$ cat src/rtl/sprite_blitter.sv
// -----------------------------------------------------------------------------
// sprite_blitter
//
// Walks a SPRITE_W x SPRITE_H sprite stored in an external ROM in raster order
// and emits one pixel write per cycle, optionally mirrored horizontally. The
// ROM has a fixed one-cycle read latency, so each pixel's screen coordinates are
// registered one cycle after its address is presented. The registered
// coordinates therefore line up with the returning rom_q.
//
// Optional feature: define SPRITE_TRANSPARENCY_EN to suppress plot for pixels
// whose colour equals TRANSPARENT_KEY. Timing, counters and done are unchanged.
//
// Ports
//   clock_all    in   1         sole clock, rising edge
//   reset_all    in   1         synchronous, active-high reset
//   start        in   1         request to draw one sprite (accepted in IDLE)
//   mirror       in   1         1 = draw horizontally flipped
//   x_           in   9         screen X of sprite top-left corner
//   y_           in   8         screen Y of sprite top-left corner
//   rom_address  out  ADDR_W    sprite ROM address (0 outside FETCH)
//   rom_q        in   COLOUR_W  ROM data for the previous cycle's address
//   out_x        out  9         pixel X (wraps mod 512)
//   out_y        out  8         pixel Y (wraps mod 256)
//   out_colour   out  COLOUR_W  pixel colour (rom_q, combinational)
//   plot         out  1         write out_x/out_y/out_colour this cycle
//   busy         out  1         high in FETCH and FLUSH
//   done         out  1         one-cycle pulse when the sprite is complete
// -----------------------------------------------------------------------------
module sprite_blitter #(
  parameter int                  SPRITE_W        = 70,
  parameter int                  SPRITE_H        = 71,
  parameter int                  ADDR_W          = 13,
  parameter int                  COLOUR_W        = 3,
  parameter logic [COLOUR_W-1:0] TRANSPARENT_KEY = '0
) (
  input  logic                clock_all,
  input  logic                reset_all,
  input  logic                start,
  input  logic                mirror,
  input  logic [8:0]          x_,
  input  logic [7:0]          y_,
  output logic [ADDR_W-1:0]   rom_address,
  input  logic [COLOUR_W-1:0] rom_q,
  output logic [8:0]          out_x,
  output logic [7:0]          out_y,
  output logic [COLOUR_W-1:0] out_colour,
  output logic                plot,
  output logic                busy,
  output logic                done
);

  typedef enum logic [1:0] {
    IDLE,
    FETCH,
    FLUSH,
    FINISH
  } state_t;

  // Counters are 8 bits wide because both dimensions are capped at 256.
  localparam logic [7:0]        LAST_CX  = 8'(SPRITE_W - 1);
  localparam logic [7:0]        LAST_CY  = 8'(SPRITE_H - 1);
  localparam logic [ADDR_W-1:0] ROW_STEP = ADDR_W'(SPRITE_W);

  state_t              state;
  state_t              next_state;
  logic [7:0]          cx;
  logic [7:0]          cy;
  logic [ADDR_W-1:0]   row_base;     // cy * SPRITE_W, kept incrementally
  logic [8:0]          x_lat;
  logic [7:0]          y_lat;
  logic                mirror_lat;
  logic                pixel_valid;  // previous cycle was a FETCH cycle
  logic                last_pixel;
  logic [7:0]          col;

  assign last_pixel = (cx == LAST_CX) && (cy == LAST_CY);

  // ---------------------------------------------------------------------------
  // State register
  // ---------------------------------------------------------------------------
  always_ff @(posedge clock_all) begin
    // NOTE: reset is synchronous, so it is tested inside the clocked branch
    // and does not appear in the sensitivity list.
    if (reset_all) begin
      state <= IDLE;
    end else begin
      state <= next_state;
    end
  end

  // ---------------------------------------------------------------------------
  // Next-state logic
  // ---------------------------------------------------------------------------
  always_comb begin
    // NOTE: the default is assigned first so every path drives next_state and
    // no latch is inferred.
    next_state = state;
    case (state)
      IDLE:    if (start) next_state = FETCH;
      FETCH:   if (last_pixel) next_state = FLUSH;
      FLUSH:   next_state = FINISH;
      FINISH:  next_state = IDLE;
      default: next_state = IDLE;
    endcase
  end

  // ---------------------------------------------------------------------------
  // Counters, latched request and registered pixel coordinates
  // ---------------------------------------------------------------------------
  always_ff @(posedge clock_all) begin
    if (reset_all) begin
      cx          <= '0;
      cy          <= '0;
      row_base    <= '0;
      x_lat       <= '0;
      y_lat       <= '0;
      mirror_lat  <= 1'b0;
      out_x       <= '0;
      out_y       <= '0;
      pixel_valid <= 1'b0;
    end else begin
      // NOTE: non-blocking assignments so every register here samples the
      // values from before this edge, whatever the statement order.
      pixel_valid <= (state == FETCH);
      case (state)
        IDLE: begin
          if (start) begin
            cx         <= '0;
            cy         <= '0;
            row_base   <= '0;
            x_lat      <= x_;
            y_lat      <= y_;
            mirror_lat <= mirror;
          end
        end
        FETCH: begin
          // Coordinates trail the address by one cycle to meet rom_q.
          // Screen X always advances left to right; mirroring only
          // changes which ROM column is read.
          out_x <= x_lat + {1'b0, cx};
          out_y <= y_lat + cy;
          if (cx == LAST_CX) begin
            cx <= '0;
            if (cy == LAST_CY) begin
              cy       <= '0;
              row_base <= '0;
            end else begin
              cy       <= cy + 8'd1;
              row_base <= row_base + ROW_STEP;
            end
          end else begin
            cx <= cx + 8'd1;
          end
        end
        default: ;
      endcase
    end
  end

  // ---------------------------------------------------------------------------
  // ROM address: raster order, or reversed within each row when mirrored
  // ---------------------------------------------------------------------------
  always_comb begin
    col         = mirror_lat ? (LAST_CX - cx) : cx;
    rom_address = '0;
    if (state == FETCH) begin
      rom_address = row_base + ADDR_W'(col);
    end
  end

  assign out_colour = rom_q;
  assign busy       = (state == FETCH) || (state == FLUSH);
  assign done       = (state == FINISH);

`ifdef SPRITE_TRANSPARENCY_EN
  assign plot = pixel_valid && (rom_q != TRANSPARENT_KEY);
`else
  assign plot = pixel_valid;

  // The key only matters when transparency is compiled in. This tie-off
  // keeps it referenced without affecting any output.
  logic unused_key;
  assign unused_key = ^TRANSPARENT_KEY;
`endif

endmodule

$ cat config.mk
export PLATFORM = sky130hd
export DESIGN_NAME = sprite_blitter
export DESIGN_NICKNAME = d
export VERILOG_FILES = /design/src/rtl/sprite_blitter.sv
export SDC_FILE = /design/constraint.sdc
export NUM_CORES = 1
export LEC_CHECK = 0
export CORE_ASPECT_RATIO = 1.1
export CORE_MARGIN = 8
export CORE_UTILIZATION = 50
export CTS_CLUSTER_DIAMETER = 200
export DETAILED_ROUTE_END_ITERATION = 7
export GPL_TIMING_DRIVEN = 0
export PLACE_DENSITY_LB_ADDON = 0.25
export SLEW_MARGIN = 20
export SYNTH_ARGS = -nofsm -noshare
export SYNTH_HDL_FRONTEND = slang
export SYNTH_SLANG_ARGS = --single-unit
$ cat constraint.sdc
create_clock -name clock_all -period 3.23 [get_ports clock_all]
set_clock_uncertainty 0.05 [all_clocks]
set_input_delay 0.646 -clock clock_all [delete_from_list [all_inputs] [get_ports clock_all]]
set_output_delay 0.646 -clock clock_all [all_outputs]
set_load 0.03 [all_outputs]
Yosys cells after proc, flatten, opt, wreduce, memory -nomap -nowiden --
Index checks and enable logic that the tools add are counted.
Operators by class: reductions and logical operators 8, mux-type cells 15, equal/unequal tests 8, $add $sub $neg 7
Operators by type and width (number):
- $mux W13 | 4
- $mux W8 | 5
- $pmux W8 S2 | 2
- $pmux W13 S2 | 1
- $add A8 B1 Y8 const B | 2
- $eq A8 B7 Y1 const B | 2
- $add A13 B7 Y13 const B | 1
- $add A13 B8 Y13 | 1
- $add A9 B8 Y9 | 1
- $add A8 B8 Y8 | 1
- $pmux W2 S4 | 1
- $sub A7 B8 Y8 const A | 1
- $ne A2 B2 Y1 const B | 3
- $reduce_and A2 Y1 | 3
- $eq A2 B2 Y1 const B | 2
- $mux W2 | 2
- $reduce_and A3 Y1 | 1
- $eq A2 B1 Y1 const B | 1
- $logic_not A2 Y1 | 1
- $reduce_bool A2 Y1 | 1
- $logic_and A1 B1 Y1 | 1
- $logic_or A1 B1 Y1 | 1
Storage, ports and cells: bits of input ports 24, output and inout bits 36, flip-flop bits (word level) 67, word-level logic and storage cells 48

Longest topological paths before layout --
Gate-level depths: netlist of run 1.
word-level depth 4, mapped depth 10, depth with buffers taken out 9

Worst setup path before layout of run 1 --
OpenSTA, ideal clock, no wires.
path type register to output, start point register cx[1], end point output port rom_address[11], buffers on the path 0, cell stages (with the launch flop) 9, arrival time 3245 ps, data required time 2534 ps, setup slack -711 ps, cells stage by stage dfxtp_1 inv_1 ha_1 mux2_2 ha_1 a21oi_1 o21ai_0 a31o_2 o311ai_0
On the way: cells in the longest elaborated chain, start to end 4
Ends and longest elaborated chain:
- start: declaration | RTL line 66 | logic [7:0] cx;
- start signal: assignment | RTL line 152 | cx <= cx + 8'd1;
- $sub A7 B8 Y8 | RTL line 164 | col = mirror_lat ? (LAST_CX - cx) : cx;
- $mux W8 * | RTL line 164
- $add A13 B8 Y13 * | RTL line 167 | rom_address = row_base + ADDR_W'(col);
- $mux W13 * | RTL line 166 | if (state == FETCH) begin
- end: declaration | RTL line 42 | output logic [ADDR_W-1:0] rom_address,
Mark *: on every way between the ends. The rest lies on a longest branch, timed or not.

Final worst setup path of run 1 --
start point register cx[5], end point output port rom_address[10]
The elaborated chain is that of the path after synthesis.

==> results of run 1 <==
where the power goes:
group	switching (W)	total, W	leakage (nW)	internal, W
Clock	0.000309	0.000665	0.0914	0.000355
Sequential	0.000105	0.00103	0.541	0.000923
Combinational	0.000905	0.00142	1.40	0.000512
flip-flops by register name (all words and copies together) (netlist names):
| register | flops |
|---|---|
| x_lat | 9 |
| cy | 8 |
| state | 2 |
| plot | 1 |
| cx | 8 |
| y_lat | 8 |
| row_base | 12 |
| mirror_lat | 1 |
| out_x | 9 |
| out_y | 8 |
worst max-delay path, delay by kind of cell, from the launching register on:
family	cells	cell delay, ns
buffers and inverters	1	0.14
adders and majority gates	1	0.31
DFF	1	0.34
and+or+nand+nor	4	1.06
AOI/OAI and AO/OA	3	0.33
xor gates and xnor gates	1	0.13
per-layer routing:
layer | vias up | part of all wire | global-route usage | wire length (microns)
met5 | - | 0 | 0 | 0
met4 | 0 | 0.026 | 0.105 | 305
met3 | 24 | 0.063 | 0.0509 | 726
met2 | 116 | 0.50 | 0.329 | 5790
met1 | 1871 | 0.41 | 0.234 | 4740
li1 | 1932 | - | - | -
layout make-up:
class,instances,area share
buffer,23,0.0215
clock buffer,13,0.0263
clock inverter,3,0.00758
inverter,18,0.0135
multi-input combinational,391,0.533
sequential,66,0.254
tap,108,0.0256
timing repair buffer,67,0.119
through the flow:
| stage | util | instances | worst slack [ns] | TNS (ns) | area, sq um |
|---|---|---|---|---|---|
| after floorplan | - | 501 | -0.0501 | -0.100 | 4150 |
| after global placement | 0.608 | 664 | -0.794 | -7.34 | 4830 |
| after detailed placement | 0.608 | 664 | -0.821 | -8.05 | 4830 |
| after CTS | 0.646 | 685 | -0.228 | -1.19 | 5140 |
| after global routing | 0.664 | 689 | -0.258 | -1.34 | 5290 |
| final | 0.664 | 689 | -0.143 | -0.630 | 5290 |
placed cells by master (no fill, tap or decap), drive strengths merged, types with 4 or more instances in the layout:
| master | n |
|---|---|
| a211oi | 5 |
| a21o | 4 |
| a21oi | 39 |
| a31oi | 4 |
| and2 | 5 |
| and3 | 5 |
| buf | 28 |
| clkbuf | 28 |
| clkdlybuf4s50 | 42 |
| dfxtp | 66 |
| dlygate4sd2 | 4 |
| ha | 35 |
| inv | 16 |
| mux2 | 4 |
| mux2i | 5 |
| nand2 | 64 |
| nand3 | 14 |
| nand4 | 8 |
| nor2 | 42 |
| nor2b | 7 |
| nor3 | 18 |
| nor3b | 4 |
| nor4b | 4 |
| o211ai | 5 |
| o21a | 8 |
| o21ai | 20 |
| o311ai | 4 |
| or3 | 13 |
| xnor2 | 14 |
| xor2 | 19 |
repair_timing:
action | in CTS | in global routing
gates cloned | 0 | 0
endpoints found under the setup margin | 13 | 9
resized for setup | 81 | 30
pin swaps | 11 | 14
setup buffers | 8 | 4
worst max-delay path by stage:
stage / from / endpoint / slack (ns) / cells past startpoint
floorplan: cx[3] / rom_address[11] / -0.05 / 8
global placement: cx[1] / rom_address[12] / -0.79 / 10
detailed placement: cx[1] / rom_address[12] / -0.82 / 10
CTS: cx[5] / rom_address[10] / -0.23 / 10
global route: cx[5] / rom_address[8] / -0.26 / 10
finish: cx[5] / rom_address[10] / -0.14 / 10
kinds of logic after synthesis:
kind of cell,synth area share
other,0.000910
AO/OA/AOI/OAI,0.181
XOR/XNOR,0.0701
buffers and inverters,0.0446
multiplexers,0.0231
AND/OR/NAND/NOR,0.239
adder cells (fa/ha/maj),0.121
flip-flops,0.321
==> flow_summary.yaml, run 1 <==
cells_and_area:
  seq_area_sq_mm: 0.00134
  diodes: 0
  final_layout_size_suffix_gt1_frac: 0.151
  multi_input_area_sq_mm: 0.00282
  n_fill_cell: 672
  area_growth_pct: 28.2
  nets: 638
timing:
  slew_violations: 0
  layout_setup_ws_ns: -0.143
  worstMarginPinSlew_ns: 0.544
  finalCriticalPeriod_ns: 3.37
  rsz0062_at_grt: "true"
  setup_viol: 6
  fmax_mhz: 296
  maxSlewHeadroom: 0.627
  timing.hold.ws_ns: 0.414
  finalHoldViolations: 0
  timing.final.crit_share: 1.04
clocking:
  cts_max_level: 3
  cts_tree: "built"
  cts_root_buffer: "clkbuf_8"
  cts_hold_buffers: 0
  insertion_delay_ns: 0.35
  cts.sinks: 66
  cts_max_path_buffers: 2
  cts-buffers-inserted: 9
  clkTransAtPathRegs_ns: 0.07
power_and_ir_drop:
  cellLeakagePower_nw: 2.04
  powerDensity_mw_per_mm2: 588
  ir_drop_mv: 0.340
  p_total_w: 0.00311
synthesis:
  synth_edf_count: 0
  synth_cells: 501
  yosysMostFrequentCell: "dfxtp_1"
  ys_seq_area_frac: 0.321
  yosys-top-cells-count: "dfxtp_1 (66), nand2_1 (64), nor2_1 (42), a21oi_1 (39), ha_1 (35)"
  synth_top_area_share: 0.321
  yosys_warnings: 0
  synth_top_area_cell: "dfxtp_1"
  async_flop_share: 0
  synth_area_per_cell_sq_um: 8.23
  ys_top_cells_by_area: "dfxtp_1 (32%), ha_1 (11%), nand2_1 (5.8%)"
  ys.flop_type: "dfxtp_1"
  yosys_register_bits: 66
  synth_cell_types: 60
  synth.cell_area_sq_mm: 0.00412
  syn_nets: 563
setup_path:
  cp-start-kind: "register"
  crit_chain: "or3_4 > nor3b_4 > xor2_2 > ha_1 > o21ai_2 > nand2b_4 > a31oi_4 > or3_4 > a21oi_2 > buf_6"
  critPathArrivalTime_ns: 2.68
  crit_path_end_kind: "output port"
  r2r_end: "out_x[5]"
  worstReg2RegStart: "cx[1]"
  reg2reg_depth: 8
  worst_path_max_delay_cell: "or3_4"
  crit_type: "reg2out"
  worstPathMaxFanout: 5
  r2r_slack_ns: 0.75
  required_ns: 2.53
  cp_common_cell: "or3_4"
  slowest_delay_ns: 0.41
global_route:
  antenna_found_initial: 0
  overflow: 0
  grt_pass1_vias: 3813
  grt_pass1_wl_microns: 18400
  grt_max_degree: 12
  track_usage: 0.202
die:
  fp-row-count: 34
  ioPinCount: 60
  die_width_microns: 103
  die_y_microns: 111
  start_util: 0.518
  core_area_sq_mm: 0.00796
  die_area_sq_mm: 0.0114
route:
  via_count: 3943
  vias_per_cell: 5.72
  firstDrtPassIters: 6
  wirelength_microns: 11600
  drt_iter0_drc: 270
  wl_per_cell_microns: 16.8
  drcViolationCount: 0
  antenna_left: 0
outcome:
  violations: "negative setup slack"
  status: "finished with violations"
min_path:
  holdCritStartpoint: "x_lat[2]"
  hold_end: "x_lat[2]"
  worstHoldPathCells: 2
  hold_path.class: "reg2reg"
run:
  drv_cap: 0
placed_design:
  gp_congestion: 0.920
  hpwl_microns: 8290
  portBuffers: 55
Note: power is estimated with default switching activity, not from simulation.
==> run 2: changes to the inputs <==
Settings changed: SKIP_CTS_REPAIR_TIMING from default to 1.
==> flow_summary.yaml, run 2 (synthesis results as in run 1) <==
outcome:
  status: "finished with violations"
  violations: "negative setup slack"
timing:
  finalCriticalPeriod_ns: 3.54
  rsz0062_at_grt: "true"
  worstMarginPinSlew_ns: 0.586
  timing.final.crit_share: 1.09
  setup_viol: 6
  slew_violations: 0
  finalHoldViolations: 0
  fmax_mhz: 283
  maxSlewHeadroom: 0.598
  layout_setup_ws_ns: -0.305
setup_path:
  worst_path_max_delay_cell: "dfxtp_4"
  critPathArrivalTime_ns: 2.84
  cp_common_cell: "ha_1"
  crit_chain: "ha_1 > o31ai_1 > xnor2_1 > ha_1 > o21ai_1 > nand2b_1 > a31oi_4 > or3_4 > a21oi_2 > buf_6"
  slowest_delay_ns: 0.39
  reg2reg_depth: 9
  crit_family: "compound AO/OA/AOI/OAI gates"
  worstReg2RegStart: "state[1]"
  worst-path-buf-inv: 1
  crit_path_end_kind: "output port"
  r2r_slack_ns: 0.78
  r2r_end: "cy[2]"
  cp-start-kind: "register"
  required_ns: 2.53
  worstPathMaxFanout: 9
  crit_type: "reg2out"
route:
  antenna_left: 0
  drcViolationCount: 0
  wl_per_cell_microns: 16.6
  via_count: 3946
  wirelength_microns: 11400
  drt_iter0_drc: 232
  firstDrtPassIters: 5
  vias_per_cell: 5.74
cells_and_area:
  n_fill_cell: 661
  final_area_sq_mm: 0.00527
  layout_common_cells: "nand2_1 (64), dfxtp_1 (61), clkdlybuf4s50_1 (42)"
  multi_input_area_sq_mm: 0.00279
  diodes: 0
  final_common_cell: "nand2_1"
  final_cells: 688
  top_regs: "row_base (12), out_x (9), x_lat (9)"
  final_layout_size_suffix_gt1_frac: 0.140
  final_util: 0.662
  area_growth_pct: 27.7
  nets: 637
  largest_reg_flops: 12
  seq_area_sq_mm: 0.00134
  top_register: "row_base"
clocking:
  cts.sinks: 66
  cts_root_buffer: "clkbuf_8"
  cts_max_level: 3
  cts-buffers-inserted: 9
  clkTransAtPathRegs_ns: 0.07
  insertion_delay_ns: 0.35
  cts_tree: "built"
  cts_max_path_buffers: 2
power_and_ir_drop:
  cellLeakagePower_nw: 2.11
  p_total_w: 0.00312
  ir_drop_mv: 0.343
  powerDensity_mw_per_mm2: 592
placed_design:
  gp_congestion: 0.920
  place_area_sq_mm: 0.00483
  hpwl_microns: 8290
  portBuffers: 55
  placed_cells: 664
die:
  ioPinCount: 60
  core_area_sq_mm: 0.00796
  die_width_microns: 103
  fp-row-count: 34
  die_y_microns: 111
  die_area_sq_mm: 0.0114
  start_util: 0.518
global_route:
  antenna_found_initial: 0
  grt_max_degree: 11
  track_usage: 0.193
  grt_pass1_wl_microns: 17600
  overflow: 0
  grt_pass1_vias: 3692
run:
  drv_cap: 0
min_path:
  holdCritStartpoint: "x_lat[2]"
  hold_end: "x_lat[2]"
  worstHoldPathCells: 2
  hold_path.class: "reg2reg"
run 2: changes by cell type in the layout (fill, tap and decap cells not counted), sizes merged:
cell,before,now
clkdlybuf4s15,1,0
buf,28,26
dlygate4sd2,4,0
dlymetal6s2s,0,5
clkbuf,28,29
run 2: how the worst max path moves through the flow:
| stage | start | to | slack (ns) | cells after the start |
|---|---|---|---|---|
| after detailed placement | cx[1] | rom_address[12] | -0.82 | 10 |
| after floorplan | cx[3] | rom_address[11] | -0.05 | 8 |
| after global routing | cx[2] | rom_address[12] | -0.37 | 10 |
| after global placement | cx[1] | rom_address[12] | -0.79 | 10 |
| after CTS | cx[1] | rom_address[12] | -1.20 | 10 |
| final | cx[2] | rom_address[12] | -0.31 | 10 |
run 2: layout make-up:
type                       instances  area share
clock inverter                     3     0.00760
clock buffer                      13      0.0264
sequential                        66       0.254
inverter                          18      0.0135
multi-input combinational        391       0.530
tap                              108      0.0257
timing repair buffer              66       0.121
buffer                            23      0.0216
run 2: metal layers:
metal	wire (microns)	vias up	global-route usage
met1	4880	1869	0.227
met2	5650	124	0.321
li1	-	1927	-
met3	585	26	0.0352
met5	0	-	0
met4	300	0	0.103
run 2: report_power, final:
part           total, W  internal [W]  switching, W  leakage, nW
Clock          0.000664      0.000355      0.000308       0.0914
Combinational   0.00143      0.000519      0.000907         1.48
Sequential      0.00103      0.000923      0.000104        0.540
Total           0.00312       0.00180       0.00132         2.11
run 2: stage by stage:
stage	hold slack [ns]	worst slack [ns]	TNS (ns)
after floorplan	0.390	-0.0501	-0.100
after global placement	0.404	-0.794	-7.34
after detailed placement	0.405	-0.821	-8.05
after CTS	0.414	-1.20	-13.02
after global routing	0.436	-0.374	-2.07
final	0.414	-0.305	-1.30
run 2: worst min-delay path: stages, from the launching register on:
cell and delay (ns):
dfxtp_1 0.31, nand2_1 0.05, a21oi_1 0.05
==> run 3: changes to the inputs <==
Settings changed: GPL_TIMING_DRIVEN 0 to default.
Clock period 3.23 ns to 3.5 ns, I/O delays scaled along.
==> flow_summary.yaml, run 3 (synthesis results as in run 1) <==
setup_path:
  worstPathMaxFanout: 5
  crit_path_end_kind: "output port"
  critPathArrivalTime_ns: 2.76
  cp-start-kind: "register"
  required_ns: 2.75
  crit_type: "reg2out"
die:
  die_area_sq_mm: 0.0114
  die_y_microns: 111
  core_area_sq_mm: 0.00796
  ioPinCount: 60
  fp-row-count: 34
  die_width_microns: 103
  start_util: 0.518
clocking:
  cts_max_level: 3
  clkTransAtPathRegs_ns: 0.07
  cts-buffers-inserted: 9
  cts_tree: "built"
  cts_root_buffer: "clkbuf_8"
  cts.sinks: 66
  insertion_delay_ns: 0.35
  cts_max_path_buffers: 2
outcome:
  status: "finished with violations"
  violations: "negative setup slack"
timing:
  worstMarginPinSlew_ns: 0.744
  layout_setup_ws_ns: -0.0141
  maxSlewHeadroom: 0.504
  slew_violations: 0
  finalCriticalPeriod_ns: 3.51
  fmax_mhz: 285
  setup_viol: 3
  timing.hold.ws_ns: 0.414
  timing.final.crit_share: 1.00
  rsz0062_at_grt: "true"
  finalHoldViolations: 0
cells_and_area:
  top_regs: "row_base (12), out_x (9), x_lat (9)"
  diodes: 0
  layout_common_cells: "dfxtp_1 (65), nand2_1 (64), nor2_1 (42)"
  n_fill_cell: 678
  final_common_cell: "dfxtp_1"
  nets: 616
  area_growth_pct: 24.2
  final_util: 0.643
  final_layout_size_suffix_gt1_frac: 0.138
  top_register: "row_base"
  largest_reg_flops: 12
  final_area_sq_mm: 0.00512
power_and_ir_drop:
  powerDensity_mw_per_mm2: 547
  cellLeakagePower_nw: 1.98
  ir_drop_mv: 0.307
placed_design:
  place_area_sq_mm: 0.00470
  gp_congestion: 0.804
  hpwl_microns: 7610
  portBuffers: 53
global_route:
  overflow: 0
  grt_max_degree: 39
  track_usage: 0.188
  antenna_found_initial: 0
  grt_pass1_vias: 3726
  grt_pass1_wl_microns: 17500
route:
  drt_iter0_drc: 192
  firstDrtPassIters: 5
  drcViolationCount: 0
  wl_per_cell_microns: 16.1
  vias_per_cell: 5.67
  via_count: 3782
  wirelength_microns: 10700
  antenna_left: 0
min_path:
  hold_path.class: "reg2reg"
run:
  drv_cap: 0
-- run 3: cell types whose count changed in the layout (fill, tap and decap cells not counted), moves of 3 or more --
cell	delta
clkbuf_1	-15
buf_4	+5
dlymetal6s2s_1	-5
dfxtp_1	+4
clkbuf_2	-3
dfxtp_4	-3
ha_2	+3
-- run 3: final cells by class --
cell class	count	area [sq um]	share of cell area
Clock inverter	6	66.3	0.0130
Inverter	18	67.6	0.0132
Clock buffer	10	138	0.0269
Tap cell	108	135	0.0264
Multi-Input combinational cell	391	2760	0.540
Timing Repair Buffer	68	623	0.122
Sequential cell	66	1330	0.259
-- run 3: path summary, 6_finish.rpt --
| path | from | end | slack (ns) | cells past startpoint |
|---|---|---|---|---|
| min reg2reg | x_lat[6] | x_lat[6] | 0.41 | 2 |
| max reg2reg | state[1] | row_base[9] | 1.03 | 7 |
| min | x_lat[6] | x_lat[6] | 0.41 | 2 |
| max | cx[5] | rom_address[9] | -0.01 | 8 |
-- run 3: metal layers --
metal | share of wire | GRT usage | up-vias
met5 | 0 | 0 | -
li1 | - | - | 1884
met4 | 0.011 | 0.0637 | 0
met2 | 0.50 | 0.318 | 91
met3 | 0.056 | 0.0452 | 12
met1 | 0.43 | 0.223 | 1795
-- run 3: report_power, final --
| group | internal [W] | switching [W] |
|---|---|---|
| Clock | 0.000348 | 0.000313 |
| Combinational | 0.000420 | 0.000772 |
| Sequential | 0.000852 | 0.0000916 |
| Total | 0.00162 | 0.00118 |
-- run 3: worst max-delay path, stage by stage, from the launching register on --
cell      delay [ns]
dfxtp_4         0.35
or3_4           0.43
nor3b_2         0.22
xor2_1          0.23
ha_2            0.33
a21o_1          0.17
a31o_4          0.24
o311ai_4        0.28
buf_6           0.17
-- run 3: metrics by stage --
step                setup TNS (ns)  power (W)  setup WS, ns  std cells
detailed placement               0    0.00210        0.0930        644
floorplan                   -0.262    0.00176        -0.131        501
global route                -0.675    0.00297        -0.144        667
global placement                 0    0.00208         0.209        644
finish                     -0.0358    0.00280       -0.0141        667
CTS                          -1.08    0.00276        -0.293        660
